### src/rtl/freq_meas_sched.sv
// Sequential multi-channel frequency meter: counts rising edges of each
// masked channel over a fixed gate window and reports one result per channel.
module freq_meas_sched #(
    parameter int Bits    = 16,
    parameter int GateLen = 1000,
    parameter int Chans   = 4,
    localparam int ChanW  = (Chans > 1) ? $clog2(Chans) : 1
) (
    input  logic             Clk,
    input  logic             nReset,
    input  logic             Start,
    input  logic [Chans-1:0] ChanMask,
    input  logic [Chans-1:0] Signals,
    output logic             Busy,
    output logic             Done,
    output logic [Bits-1:0]  Result,
    output logic [ChanW-1:0] ResultChan,
    output logic             ResultValid,
    output logic             Overflow
);

    localparam int GW = (GateLen > 2) ? $clog2(GateLen) : 1;

    typedef enum logic [1:0] {
        S_IDLE,
        S_GATE,
        S_REPORT,
        S_DONE
    } state_t;

    state_t           r_state;
    logic [Chans-1:0] r_sync1;
    logic [Chans-1:0] r_sync2;
    logic [Chans-1:0] r_hist;
    logic [Chans-1:0] r_mask;
    logic [ChanW-1:0] r_sel;
    logic [GW-1:0]    r_gate;
    logic [Bits-1:0]  r_cnt;
    logic             r_ovf;
    logic             r_busy;
    logic             r_done;
    logic             r_valid;
    logic [Bits-1:0]  r_result;
    logic [ChanW-1:0] r_rchan;
    logic             r_ovf_out;

    logic [Chans-1:0] w_pulse;
    logic             w_edge;
    logic             w_sat;
    logic [Bits-1:0]  w_cnt_next;
    logic             w_ovf_next;
    logic [ChanW-1:0] w_first;
    logic             w_has_first;
    logic [ChanW-1:0] w_next;
    logic             w_has_next;

    // Every channel keeps its own history, so switching channels never fakes an edge.
    always_ff @(posedge Clk or negedge nReset) begin
        if (!nReset) begin
            r_sync1 <= '0;
            r_sync2 <= '0;
            r_hist  <= '0;
        end else begin
            r_sync1 <= Signals;
            r_sync2 <= r_sync1;
            r_hist  <= r_sync2;
        end
    end

    assign w_pulse    = r_sync2 & ~r_hist;
    assign w_edge     = w_pulse[r_sel];
    assign w_sat      = &r_cnt;
    assign w_cnt_next = (w_edge && !w_sat) ? r_cnt + 1'b1 : r_cnt;
    assign w_ovf_next = r_ovf | (w_edge & w_sat);

    always_comb begin
        w_first     = '0;
        w_has_first = 1'b0;
        w_next      = '0;
        w_has_next  = 1'b0;
        for (int i = Chans - 1; i >= 0; i--) begin
            if (ChanMask[i]) begin
                w_first     = ChanW'(i);
                w_has_first = 1'b1;
            end
            if (r_mask[i] && (i > int'(r_sel))) begin
                w_next     = ChanW'(i);
                w_has_next = 1'b1;
            end
        end
    end

    always_ff @(posedge Clk or negedge nReset) begin
        if (!nReset) begin
            r_state   <= S_IDLE;
            r_mask    <= '0;
            r_sel     <= '0;
            r_gate    <= '0;
            r_cnt     <= '0;
            r_ovf     <= 1'b0;
            r_busy    <= 1'b0;
            r_done    <= 1'b0;
            r_valid   <= 1'b0;
            r_result  <= '0;
            r_rchan   <= '0;
            r_ovf_out <= 1'b0;
        end else begin
            r_done  <= 1'b0;
            r_valid <= 1'b0;
            unique case (r_state)
                S_IDLE: begin
                    if (Start) begin
                        r_mask <= ChanMask;
                        r_busy <= 1'b1;
                        if (w_has_first) begin
                            r_sel   <= w_first;
                            r_gate  <= '0;
                            r_cnt   <= '0;
                            r_ovf   <= 1'b0;
                            r_state <= S_GATE;
                        end else begin
                            r_done  <= 1'b1;
                            r_state <= S_DONE;
                        end
                    end
                end
                S_GATE: begin
                    r_gate <= r_gate + 1'b1;
                    r_cnt  <= w_cnt_next;
                    r_ovf  <= w_ovf_next;
                    // Last gate cycle still counts, so report the updated totals.
                    if (r_gate == GW'(GateLen - 1)) begin
                        r_result  <= w_cnt_next;
                        r_rchan   <= r_sel;
                        r_ovf_out <= w_ovf_next;
                        r_valid   <= 1'b1;
                        r_state   <= S_REPORT;
                    end
                end
                S_REPORT: begin
                    if (w_has_next) begin
                        r_sel   <= w_next;
                        r_gate  <= '0;
                        r_cnt   <= '0;
                        r_ovf   <= 1'b0;
                        r_state <= S_GATE;
                    end else begin
                        r_done  <= 1'b1;
                        r_state <= S_DONE;
                    end
                end
                S_DONE: begin
                    r_busy  <= 1'b0;
                    r_state <= S_IDLE;
                end
                default: r_state <= S_IDLE;
            endcase
        end
    end

    assign Busy        = r_busy;
    assign Done        = r_done;
    assign Result      = r_result;
    assign ResultChan  = r_rchan;
    assign ResultValid = r_valid;
    assign Overflow    = r_ovf_out;

endmodule
### config.mk
export PLATFORM = sky130hd
export DESIGN_NAME = freq_meas_sched
export DESIGN_NICKNAME = d
export VERILOG_FILES = /design/src/rtl/freq_meas_sched.sv
export SDC_FILE = /design/constraint.sdc
export NUM_CORES = 1
export LEC_CHECK = 0
export CORE_AREA = 2 2 96 75
export CTS_BUF_LIST = sky130_fd_sc_hd__clkbuf_4
export CTS_CLUSTER_SIZE = 25
export DETAILED_ROUTE_END_ITERATION = 8
export DIE_AREA = 0 0 98 77
export PLACE_DENSITY = 0.82
export REMOVE_ABC_BUFFERS = 1
export SLEW_MARGIN = 20
export SYNTH_ARGS = -nofsm -noshare
export SYNTH_HDL_FRONTEND = slang
export SYNTH_SLANG_ARGS = --single-unit
### constraint.sdc
create_clock -name Clk -period 2.4 [get_ports Clk]
set_input_delay 0.24 -clock Clk [delete_from_list [all_inputs] [get_ports Clk]]
set_output_delay 0.24 -clock Clk [all_outputs]
set_load 0.005 [all_outputs]
==> results of run 1 <==
-- power groups by stage --
stage	clock network [mW]	registers (mW)	logic, mW
floorplan	0	1.48	0.472
global placement	0	1.51	0.628
detailed placement	0	1.52	0.672
CTS	0.778	1.50	0.678
global route	0.830	1.53	0.751
finish	0.762	1.51	0.676
-- cells by family (layout without fill, tap and decap cells) --
group,after synthesis,in the layout,share of synthesized area [%]
multiplexers,8,8,3.111
flip-flops,68,68,53.56
buffers and inverters,22,67,2.757
adder cells (fa/ha/maj),2,2,0.7876
AO/OA/AOI/OAI,81,81,15.01
XOR/XNOR,21,21,5.789
AND/OR/NAND/NOR,112,112,18.98
-- repair_timing --
action | CTS | global route
hold buffers | 1 | 0
endpoints found under the setup margin | 1 | 2
pin swaps | 0 | 2
hold endpoints to repair | 68 | 0
gates resized for setup | 1 | 0
-- routing by layer --
metal	share of wire, %	track usage, %
met1	46	24.65
met2	48	29.11
met3	5.0	4.831
met4	1.0	6.389
met5	0	0
-- layout make-up --
cell class | instances | area share (%)
repair buffers | 42 | 10.71
flip-flops and latches | 68 | 44.96
inverters | 9 | 0.8926
well taps | 84 | 2.777
multi-input cells | 224 | 36.89
clock buffers | 9 | 1.785
clock inverters | 7 | 1.983
-- metrics by stage --
step	area (um^2)	worst slack, ns	cells	power (mW)
3_5_place_dp	3623	0.03279	426	2.191
3_3_place_gp	3623	0.1589	426	2.134
6_report	3785	0.1950	443	2.944
4_1_cts	3785	0.1131	443	2.958
5_1_grt	3785	0.03578	443	3.112
2_1_floorplan	3123	0.2920	301	1.951
-- Yosys cell counts, drive strengths merged, types with 3 or more instances --
cell,n,area share [%]
nand4,8,1.6
and3,5,0.98
o21ai,41,6.5
nor3,5,1.5
inv,9,1.1
nor4,4,0.98
mux2,5,1.8
nand3,8,1.3
dfrtp,68,54
and2,4,0.79
nand2b,10,2.0
a31oi,8,1.6
xor2,10,2.8
clkbuf,8,0.98
a21o,5,1.2
xnor2,11,3.0
nand2,31,3.7
a21oi,12,1.9
buf,5,0.71
nor2,23,2.7
or3,3,0.59
-- state kept, by name (all words and copies together), names as in the netlist --
| register | flops |
|---|---|
| ResultValid | 1 |
| r_ovf | 1 |
| r_sync2 | 4 |
| ResultChan | 2 |
| r_state | 2 |
| Busy | 1 |
| r_cnt | 16 |
| r_sync1 | 4 |
| Done | 1 |
| r_hist | 4 |
| Overflow | 1 |
| r_mask | 3 |
| r_gate | 10 |
| r_sel | 2 |
| Result | 16 |
-- worst paths after layout --
check	from	to	slack [ns]
min in group asynchronous	nReset	r_cnt[9]	0.36
worst max-delay path	r_sel[0]	r_cnt[11]	0.20
max in group asynchronous	nReset	r_gate[7]	1.75
worst max register to register	r_sel[0]	r_cnt[11]	0.20
worst min-delay path	Signals[1]	r_sync1[1]	0.25
worst min register to register	r_sync1[1]	r_sync2[1]	0.35
==> impl_summary.txt, run 1 <==
----------------------------------------------------
[STA]
  Pin slew with the least headroom to its limit ... roughly 0.57 ns
  Max Clock Freq ... roughly 0.45 GHz
  Final critical path time including I/O delays and setup ... about 2.2 ns
  Post-Route Skew ... 0.01068 ns
  Sum of negative setup slack ... 0 ns
  Final setup fails ... 0
  Final hold viol count ... 0
  Post-route worst hold slack ... between 0.2 and 0.3 ns
  Final Max Tran Viols ... 0
  Final worst-path cycle share ... slightly above 90%
  Max transition margin ... about 62%
  Unrepaired setup endpoints after global routing ... no

[Floorplanning]
  Die ar. ... between 7000 and 8000 um^2
  Height of the die ... 77 um
  Width of the die ... a little under 100 um
  Top-level port count ... 33
  Core Region ... between 6000 and 7000 um^2
  Initial core utilization ... between 40 and 50%
  Cell row count ... 26

[Power]
  Combinational Power Share ... ~23%
  IR Drop Worst-Case VDD ... just under 0.5 mV
  Clock group share of total power ... 25.9%
  NetSw ... between 0.9 and 1 mW
  Pwr dens ... 778.0 nW/um^2
  Switching power as a share of total power ... roughly 34%
  Leakage ... around 1.6 nW
  Internal Power ... a little under 2 mW
  Sequential share of power ... approximately half

[Synthesis]
  Cell variety after synth ... 52
  Number of enable flip-flop cells after synthesis ... 0
  Flops & latches, synth ... 68
  Netlist Area Pre-Place ... roughly 3200 um^2
  Synthesized area divided by synthesized cell count ... 10.12 um^2
  Sequential area share after synthesis ... 53.56%
  Most common flop cell mapped by yosys ... dfrtp_1
  Number of warnings printed during yosys synthesis ... 0
  Cell count after synthesis ... 314
  Async set or reset register ratio after synthesis ... 100.0%

[Hold path]
  Worst hold path type ... in2reg
  Worst hold path depth ... 1

[Clock network]
  Clock Sinks ... 68
  # H-tree levels ... 3
  Clock latency at the later pin of the worst-skew pair ... around 0.42 ns
  Reg clk slew, reported paths ... about 0.11 ns
  Longest Clk Path Bufs ... 2
  Library cell used as clock root buffer ... clkbuf_4
  Clock tree from TritonCTS ... built
  Post-CTS Repair Setup Buffers ... 0
  Number of buffers inserted during clock tree synthesis ... 9

[Critical path]
  Startpoint kind of the worst setup timing path ... register
  Required arrival time at the worst endpoint ... between 2 and 3 ns
  Cell breakdown of the critical path ... inv_2, mux4_2, nor3_4, nand4_1, or3_1, o21ai_1
  Number of cells on the worst reg-to-reg path ... 6
  CP Depth ... 6
  Category of the worst setup path capture point ... register
  Worst setup path category ... reg2reg
  Highest cell delay on the worst timing path ... about 0.62 ns
  Total buffers and inverters traversed by the critical path ... 1
  Master of the slowest instance on the critical path ... mux4_2
  Dominant delay contributor by cell family on the critical path ... simple AND/OR/NAND/NOR gates
  Crit path max fanout ... 9
  Endpoint arrival time on the critical path ... roughly 2.6 ns

[Drt]
  Total wirelength of the detailed-routed design ... 6395 um
  DRC ... 0
  Post-route ant nets ... 0
  Wirelength per Cell ... 14.44 um
  Vias ... ~2500
  Drt first pass iters ... 4
  Via-to-Cell Ratio ... ~5.6
  Initial detailed-routing violation count ... ~150

[Layout]
  Area taken by flip-flops and latches ... 1702 um^2
  Final core utilization ... a little under three fifths
  Footprint of the multi-input gates ... between 1000 and 1500 um^2
  Area Overhead vs Synth ... 19.14%
  Nets@finish ... 367
  Leading cell type in the layout, fill and taps excluded ... dfrtp_1
  Layout cells sized above 1 ... 12.26%
  Diodes inserted ... 0
  Number of fill cells in the layout ... 577
  Top library cells by usage in the layout, fill and taps aside ... dfrtp_1, o21ai_0, clkdlybuf4s50_1

[GRT]
  Antenna violations before repair ... 0
  GRT Residual Overflow ... 0
  Total GRT Usage ... around 18%
  Largest net degree at the start of global routing ... between 60 and 70
  Via count of the first global-routing pass ... between 2000 and 2500
  Global-route wire length before repair ... approximately 11000 um

[Placement]
  Routability cong. ... around 0.79
  Number of port buffers ... 32
  Half-perimeter wire length after detailed placement ... roughly 4400 um

[Job]
  Maximum Capacitance Violations ... 0

[Status]
  Outcome ... completed

----------------------------------------------------
Power figures use the tool's default switching activity.
==> run 2: changes to the inputs <==
==> constraint.sdc (replaced) <==
create_clock -name Clk -period 2.29 [get_ports Clk]
set_input_delay 0.229 -clock Clk [delete_from_list [all_inputs] [get_ports Clk]]
set_output_delay 0.229 -clock Clk [all_outputs]
set_load 0.005 [all_outputs]
==> impl_summary.txt, run 2 (same netlist as run 1, synthesis figures left out) <==
----------------------------------------------------
[Power]
  Leakage ... 1.629 nW (+0.73%)
  IR Drop Worst-Case VDD ... 0.4856 mV (-2.0%)
  Pwr dens ... 806.2 nW/um^2 (+3.6%)
  Total power draw ... 3.073 mW (+4.4%)

[STA]
  Max Clock Freq ... 0.4599 GHz (+1.4%)
  Final critical path time including I/O delays and setup ... 2.174 ns (-0.03054 ns)
  Unrepaired setup endpoints after global routing ... no
  Final hold viol count ... 0 (unchanged)
  Post-Route Skew ... 0.01242 ns (+0.001744 ns)
  Sum of negative setup slack ... 0 ns (unchanged)
  Crit path setup slack, layout ... 0.1156 ns (-0.07946 ns)
  Max transition margin ... 64.42% (+2.2 points)
  Final worst-path cycle share ... 94.95% (+3.1 points)
  Pin slew with the least headroom to its limit ... 0.5326 ns (-0.03333 ns)
  Final setup fails ... 0 (unchanged)
  Final Max Tran Viols ... 0 (unchanged)

[Layout]
  Leading cell type in the layout, fill and taps excluded ... dfrtp_1
  Number of fill cells in the layout ... 590 (+2.3%)
  Area Overhead vs Synth ... 19.97%
  Final core utilization ... 57.71% (+0.40 points)
  Nets@finish ... 371 (+1.1%)
  Diodes inserted ... 0 (unchanged)
  Top library cells by usage in the layout, fill and taps aside ... dfrtp_1, o21ai_0, clkdlybuf4s50_1
  Layout cells sized above 1 ... 13.50% (+1.2 points)

[Status]
  Outcome ... completed

[Critical path]
  Highest cell delay on the worst timing path ... 0.64 ns (+0.02 ns)
  Master of the slowest instance on the critical path ... mux4_2
  Worst setup path category ... reg2reg
  Endpoint arrival time on the critical path ... 2.49 ns (-0.06 ns)
  Crit path max fanout ... 7 (-2)
  Total buffers and inverters traversed by the critical path ... 1 (unchanged)
  Startpoint kind of the worst setup timing path ... register
  Required arrival time at the worst endpoint ... 2.60 ns (-0.14 ns)
  Category of the worst setup path capture point ... register
  Reg2Reg Launch Point ... r_sel[0]
  Dominant delay contributor by cell family on the critical path ... multiplexers
  First element of the critical path ... r_sel[0]
  Cell breakdown of the critical path ... inv_2, mux4_2, and4bb_2, and3_1, o21ai_0, a22o_1

[Clock network]
  Clock Sinks ... 68 (unchanged)
  Clock latency at the later pin of the worst-skew pair ... 0.42 ns (about the same)
  Clock tree from TritonCTS ... built
  # H-tree levels ... 3 (unchanged)
  Number of buffers inserted during clock tree synthesis ... 9 (unchanged)
  Library cell used as clock root buffer ... clkbuf_4
  Longest Clk Path Bufs ... 2 (unchanged)
  Post-CTS Repair Setup Buffers ... 0 (unchanged)
  Reg clk slew, reported paths ... 0.12 ns (about the same)

[Drt]
  Wirelength per Cell ... 13.99 um (-3.1%)
  DRC ... 0 (unchanged)
  Drt first pass iters ... 4 (unchanged)
  Vias ... 2462 (-0.16%)
  Post-route ant nets ... 0 (unchanged)
  Via-to-Cell Ratio ... 5.508 (-1.1%)
  Initial detailed-routing violation count ... 93 (-38%)
  Total wirelength of the detailed-routed design ... 6254 um (-2.2%)

[GRT]
  Antenna violations before repair ... 0 (unchanged)
  Global-route wire length before repair ... 11120 um (-1.1%)
  Total GRT Usage ... 18.23% (-0.18 points)
  Via count of the first global-routing pass ... 2422 (-0.53%)
  Largest net degree at the start of global routing ... 69 (unchanged)
  GRT Residual Overflow ... 0 (unchanged)

[Placement]
  Dpl ws ... 0.08121 ns (+0.04842 ns)
  Half-perimeter wire length after detailed placement ... 4385 um (+0.41%)
  Number of port buffers ... 32 (unchanged)
  Routability cong. ... 0.8065 (+1.5%)

[Hold path]
  Worst Min Path Start ... Signals[1]
  Worst hold path type ... in2reg

[Job]
  Maximum Capacitance Violations ... 0 (unchanged)

[Floorplanning]
  Core Region ... 6604 um^2 (unchanged)
  Die ar. ... 7546 um^2 (unchanged)
  Initial core utilization ... 48.11% (unchanged)
  Width of the die ... 98 um (unchanged)
  Height of the die ... 77 um (unchanged)
  Cell row count ... 26 (unchanged)
  Top-level port count ... 33 (unchanged)

----------------------------------------------------
run 2: stage by stage:
| stage | area [um^2] | cells | hold WS [ns] |
|---|---|---|---|
| floorplan | 3123 | 301 | -0.06659 |
| global placement | 3654 | 430 | 0.2729 |
| detailed placement | 3654 | 430 | 0.2773 |
| CTS | 3809 | 447 | 0.2070 |
| global route | 3811 | 447 | 0.1984 |
| finish | 3811 | 447 | 0.2370 |
run 2: layout make-up:
| type | instances | area, um^2 | area share [%] |
|---|---|---|---|
| Multi-Input combinational cell | 224 | 1390 | 36.47 |
| Sequential cell | 68 | 1702 | 44.65 |
| Tap cell | 84 | 105.1 | 2.758 |
| Timing Repair Buffer | 46 | 435.4 | 11.42 |
| Clock inverter | 7 | 77.57 | 2.035 |
| Clock buffer | 9 | 67.56 | 1.773 |
| Inverter | 9 | 33.78 | 0.8864 |
run 2: timing repair:
| action | in CTS | in global routing |
|---|---|---|
| gates resized for setup | 0 | 1 |
| endpoints found under the hold margin | 68 | 0 |
| hold buffers | 1 | 0 |
| setup endpoints to repair | 0 | 1 |
run 2: where the power goes:
group          switching (mW)  total [mW]  leakage [nW]  internal (mW)
clock network           0.454       0.791        0.0761          0.337
logic                   0.371       0.707         0.664          0.336
registers               0.203        1.57         0.889           1.37
total                    1.03        3.07          1.63           2.04
run 2: worst paths after layout:
check                              endpoint  slack, ns  cells past startpoint
worst min register to register   r_sync2[3]       0.37                      0
worst max register to register    r_cnt[15]       0.12                      6
worst max-delay path              r_cnt[15]       0.12                      6
min in group asynchronous       ResultValid       0.36                      3
max in group asynchronous         r_gate[6]       1.66                      3
worst min-delay path             r_sync1[1]       0.24                      1
run 2: metal layers:
layer  vias up  wire, um  GRT usage [%]  part of all wire, %
li1       1206         -              -                    -
met1      1195      2934          23.52                   47
met3         4       299          7.019                  4.8
met4         0        34          3.889                 0.54
met2        57      2986          29.38                   48
met5         -         0              0                    0
run 2: worst register-to-register path: cells and delay by family, from the launching register on:
family | cells | cell delay (ns)
AND/OR/NAND/NOR | 2 | 0.63
flip-flops | 1 | 0.43
AO/OA/AOI/OAI | 2 | 0.29
multiplexers | 1 | 0.64
buffers and inverters | 1 | 0.10
==> run 3: changes to the inputs <==
--- a/config.mk
+++ b/config.mk
@@ -5,11 +5,12 @@
 export SDC_FILE = /design/constraint.sdc
 export NUM_CORES = 1
 export LEC_CHECK = 0
-export CORE_AREA = 2 2 96 75
+export CORE_AREA = 4 4 98 77
 export CTS_BUF_LIST = sky130_fd_sc_hd__clkbuf_4
 export CTS_CLUSTER_SIZE = 25
 export DETAILED_ROUTE_END_ITERATION = 8
-export DIE_AREA = 0 0 98 77
+export DIE_AREA = 0 0 102 81
+export HOLD_SLACK_MARGIN = 0.06
 export PLACE_DENSITY = 0.82
 export REMOVE_ABC_BUFFERS = 1
 export SLEW_MARGIN = 20
==> impl_summary.txt, run 3 (same netlist as run 1, synthesis figures left out) <==
----------------------------------------------------
[Critical path]
  Crit path max fanout ... 7 (unchanged)
  Category of the worst setup path capture point ... register
  Startpoint kind of the worst setup timing path ... register
  Endpoint arrival time on the critical path ... 2.44 ns (-0.05 ns)
  Master of the slowest instance on the critical path ... mux4_2
  Worst setup path category ... reg2reg
  Required arrival time at the worst endpoint ... 2.60 ns (about the same)
  Highest cell delay on the worst timing path ... 0.61 ns (-0.03 ns)
  Cell breakdown of the critical path ... inv_2, mux4_2, and4bb_2, and3_1, o21ai_0, a22o_1

[Drt]
  Initial detailed-routing violation count ... 196 (+110%)
  Post-route ant nets ... 0 (unchanged)
  Total wirelength of the detailed-routed design ... 6603 um (+5.6%)
  DRC ... 0 (unchanged)
  Vias ... 2486 (+0.97%)
  Top routing layer used ... met4
  Met3 wirelength from detailed routing ... 360 um (+20%)
  Post-route met1 wirelength ... 2960 um (+0.89%)
  Wirelength per Cell ... 14.71 um (+5.1%)
  Drt first pass iters ... 4 (unchanged)
  Via-to-Cell Ratio ... 5.537 (+0.53%)
  Met2 routed wirelength ... 3203 um (+7.3%)

[Placement]
  Half-perimeter wire length after detailed placement ... 4598 um (+4.8%)
  Placed Area ... 3654 um^2 (unchanged)
  Number of placed instances, taps included ... 430 (unchanged)
  Number of port buffers ... 32 (unchanged)
  Routability cong. ... 0.8531 (+5.8%)

[Hold path]
  Worst hold path type ... in2reg

[Clock network]
  Post-cts sizing count ... 0 (unchanged)
  Library cell used as clock root buffer ... clkbuf_4
  # H-tree levels ... 3 (unchanged)
  Clock Sinks ... 68 (unchanged)
  Longest Clk Path Bufs ... 2 (unchanged)
  Clock tree from TritonCTS ... built
  Clock latency at the later pin of the worst-skew pair ... 0.41 ns (about the same)
  Number of buffers inserted during clock tree synthesis ... 9 (unchanged)
  Reg clk slew, reported paths ... 0.11 ns (about the same)

[Layout]
  Post-route cell area ... 3790 um^2 (-0.56%)
  Leading cell type in the layout, fill and taps excluded ... dfrtp_1
  Area Overhead vs Synth ... 19.30%
  Diodes inserted ... 0 (unchanged)
  Layout cells sized above 1 ... 13.42% (-0.074 points)
  Top library cells by usage in the layout, fill and taps aside ... dfrtp_1, o21ai_0, clkdlybuf4s50_1
  Nets@finish ... 373 (+0.54%)
  Final standard cell count with taps included and fillers excluded ... 449 (+0.45%)

[STA]
  Max Clock Freq ... 0.4693 GHz (+2.1%)
  Final hold viol count ... 0 (unchanged)
  Post-route worst hold slack ... 0.2479 ns (+0.01090 ns)
  Final setup fails ... 0 (unchanged)
  Max transition margin ... 60.70% (-3.7 points)
  Final critical path time including I/O delays and setup ... 2.131 ns (-0.04373 ns)
  Sum of negative setup slack ... 0 ns (unchanged)
  Final worst-path cycle share ... 93.04% (-1.9 points)
  Pin slew with the least headroom to its limit ... 0.5883 ns (+0.05568 ns)
  Unrepaired setup endpoints after global routing ... no
  Final Max Tran Viols ... 0 (unchanged)
  Post-Route Skew ... 0.01397 ns (+0.001551 ns)

[Floorplanning]
  Core Region ... 6636 um^2 (+0.49%)
  Height of the die ... 81 um (+5.2%)
  Width of the die ... 102 um (+4.1%)
  Top-level port count ... 33 (unchanged)
  Initial core utilization ... 47.87% (-0.24 points)
  Die ar. ... 8262 um^2 (+9.5%)
  Cell row count ... 26 (unchanged)

[GRT]
  GRT Residual Overflow ... 0 (unchanged)
  Via count of the first global-routing pass ... 2458 (+1.5%)
  Largest net degree at the start of global routing ... 69 (unchanged)
  Global-route wire length before repair ... 11490 um (+3.4%)
  Antenna violations before repair ... 0 (unchanged)
  Total GRT Usage ... 17.85% (-0.38 points)

[Power]
  Combinational Power Share ... 24.1% (+1.1 points)
  Internal Power ... 1.980 mW (-3.1%)
  Sequential share of power ... 53.4% (+2.2 points)
  Switching power as a share of total power ... 32.94% (-0.53 points)
  Clock group share of total power ... 22.5% (-3.3 points)
  Total power draw ... 2.952 mW (-3.9%)
  Leakage ... 1.632 nW (+0.16%)
  IR Drop Worst-Case VDD ... 0.4619 mV (-4.9%)
  Pwr dens ... 779.0 nW/um^2 (-3.4%)
  NetSw ... 0.9727 mW (-5.4%)

[Job]
  Maximum Capacitance Violations ... 0 (unchanged)

[Status]
  Outcome ... completed

----------------------------------------------------
-- run 3: final timing paths --
path,from,cells after the start,end,slack (ns)
max,r_sel[0],6,r_cnt[15],0.16
min,Signals[3],1,r_sync1[3],0.25
max reg2reg,r_sel[0],6,r_cnt[15],0.16
min reg2reg,r_sync1[0],0,r_sync2[0],0.36
max in group asynchronous,nReset,3,r_gate[5],1.65
min in group asynchronous,nReset,3,Result[7],0.35
-- run 3: critical path, delay by kind of cell, from the launching register on --
| family | cells | cell delay, ns |
|---|---|---|
| DFF | 1 | 0.42 |
| AOI/OAI and AO/OA | 2 | 0.28 |
| and+or+nand+nor | 2 | 0.62 |
| buffers and inverters | 1 | 0.10 |
| muxes | 1 | 0.61 |
-- run 3: final cells by class --
class                   count  area [um^2]
flip-flops and latches     68         1702
inverters                   9        33.78
clock buffers              13        97.59
clock inverters             3        13.76
multi-input cells         224         1388
well taps                  84        105.1
repair buffers             48        450.4
fillers                   587         2846
-- run 3: per-stage QoR --
stage | setup WS [ns] | utilization [%]
floorplan | 0.1820 | -
global placement | 0.1489 | 55.05
detailed placement | 0.07535 | 55.05
CTS | 0.1372 | 56.88
global route | 0.01839 | 57.11
finish | 0.1593 | 57.11
-- run 3: per-layer routing --
| layer | vias up | global-route usage, % |
|---|---|---|
| li1 | 1211 | - |
| met3 | 11 | 6.094 |
| met4 | 0 | 5.505 |
| met1 | 1199 | 22.70 |
| met2 | 65 | 28.92 |
| met5 | - | 0 |
-- run 3: timing repair --
action                                  CTS  global route
hold buffers                              1             0
setup buffers                             0             2
endpoints found under the setup margin    0             4
endpoints found under the hold margin    68             0
-- run 3: power groups by stage --
stage / logic, mW / registers, mW / clock network [mW]
global placement: 0.662 / 1.58 / 0
CTS: 0.702 / 1.57 / 0.687
floorplan: 0.495 / 1.55 / 0
finish: 0.712 / 1.58 / 0.663
global route: 0.801 / 1.61 / 0.742
detailed placement: 0.699 / 1.60 / 0
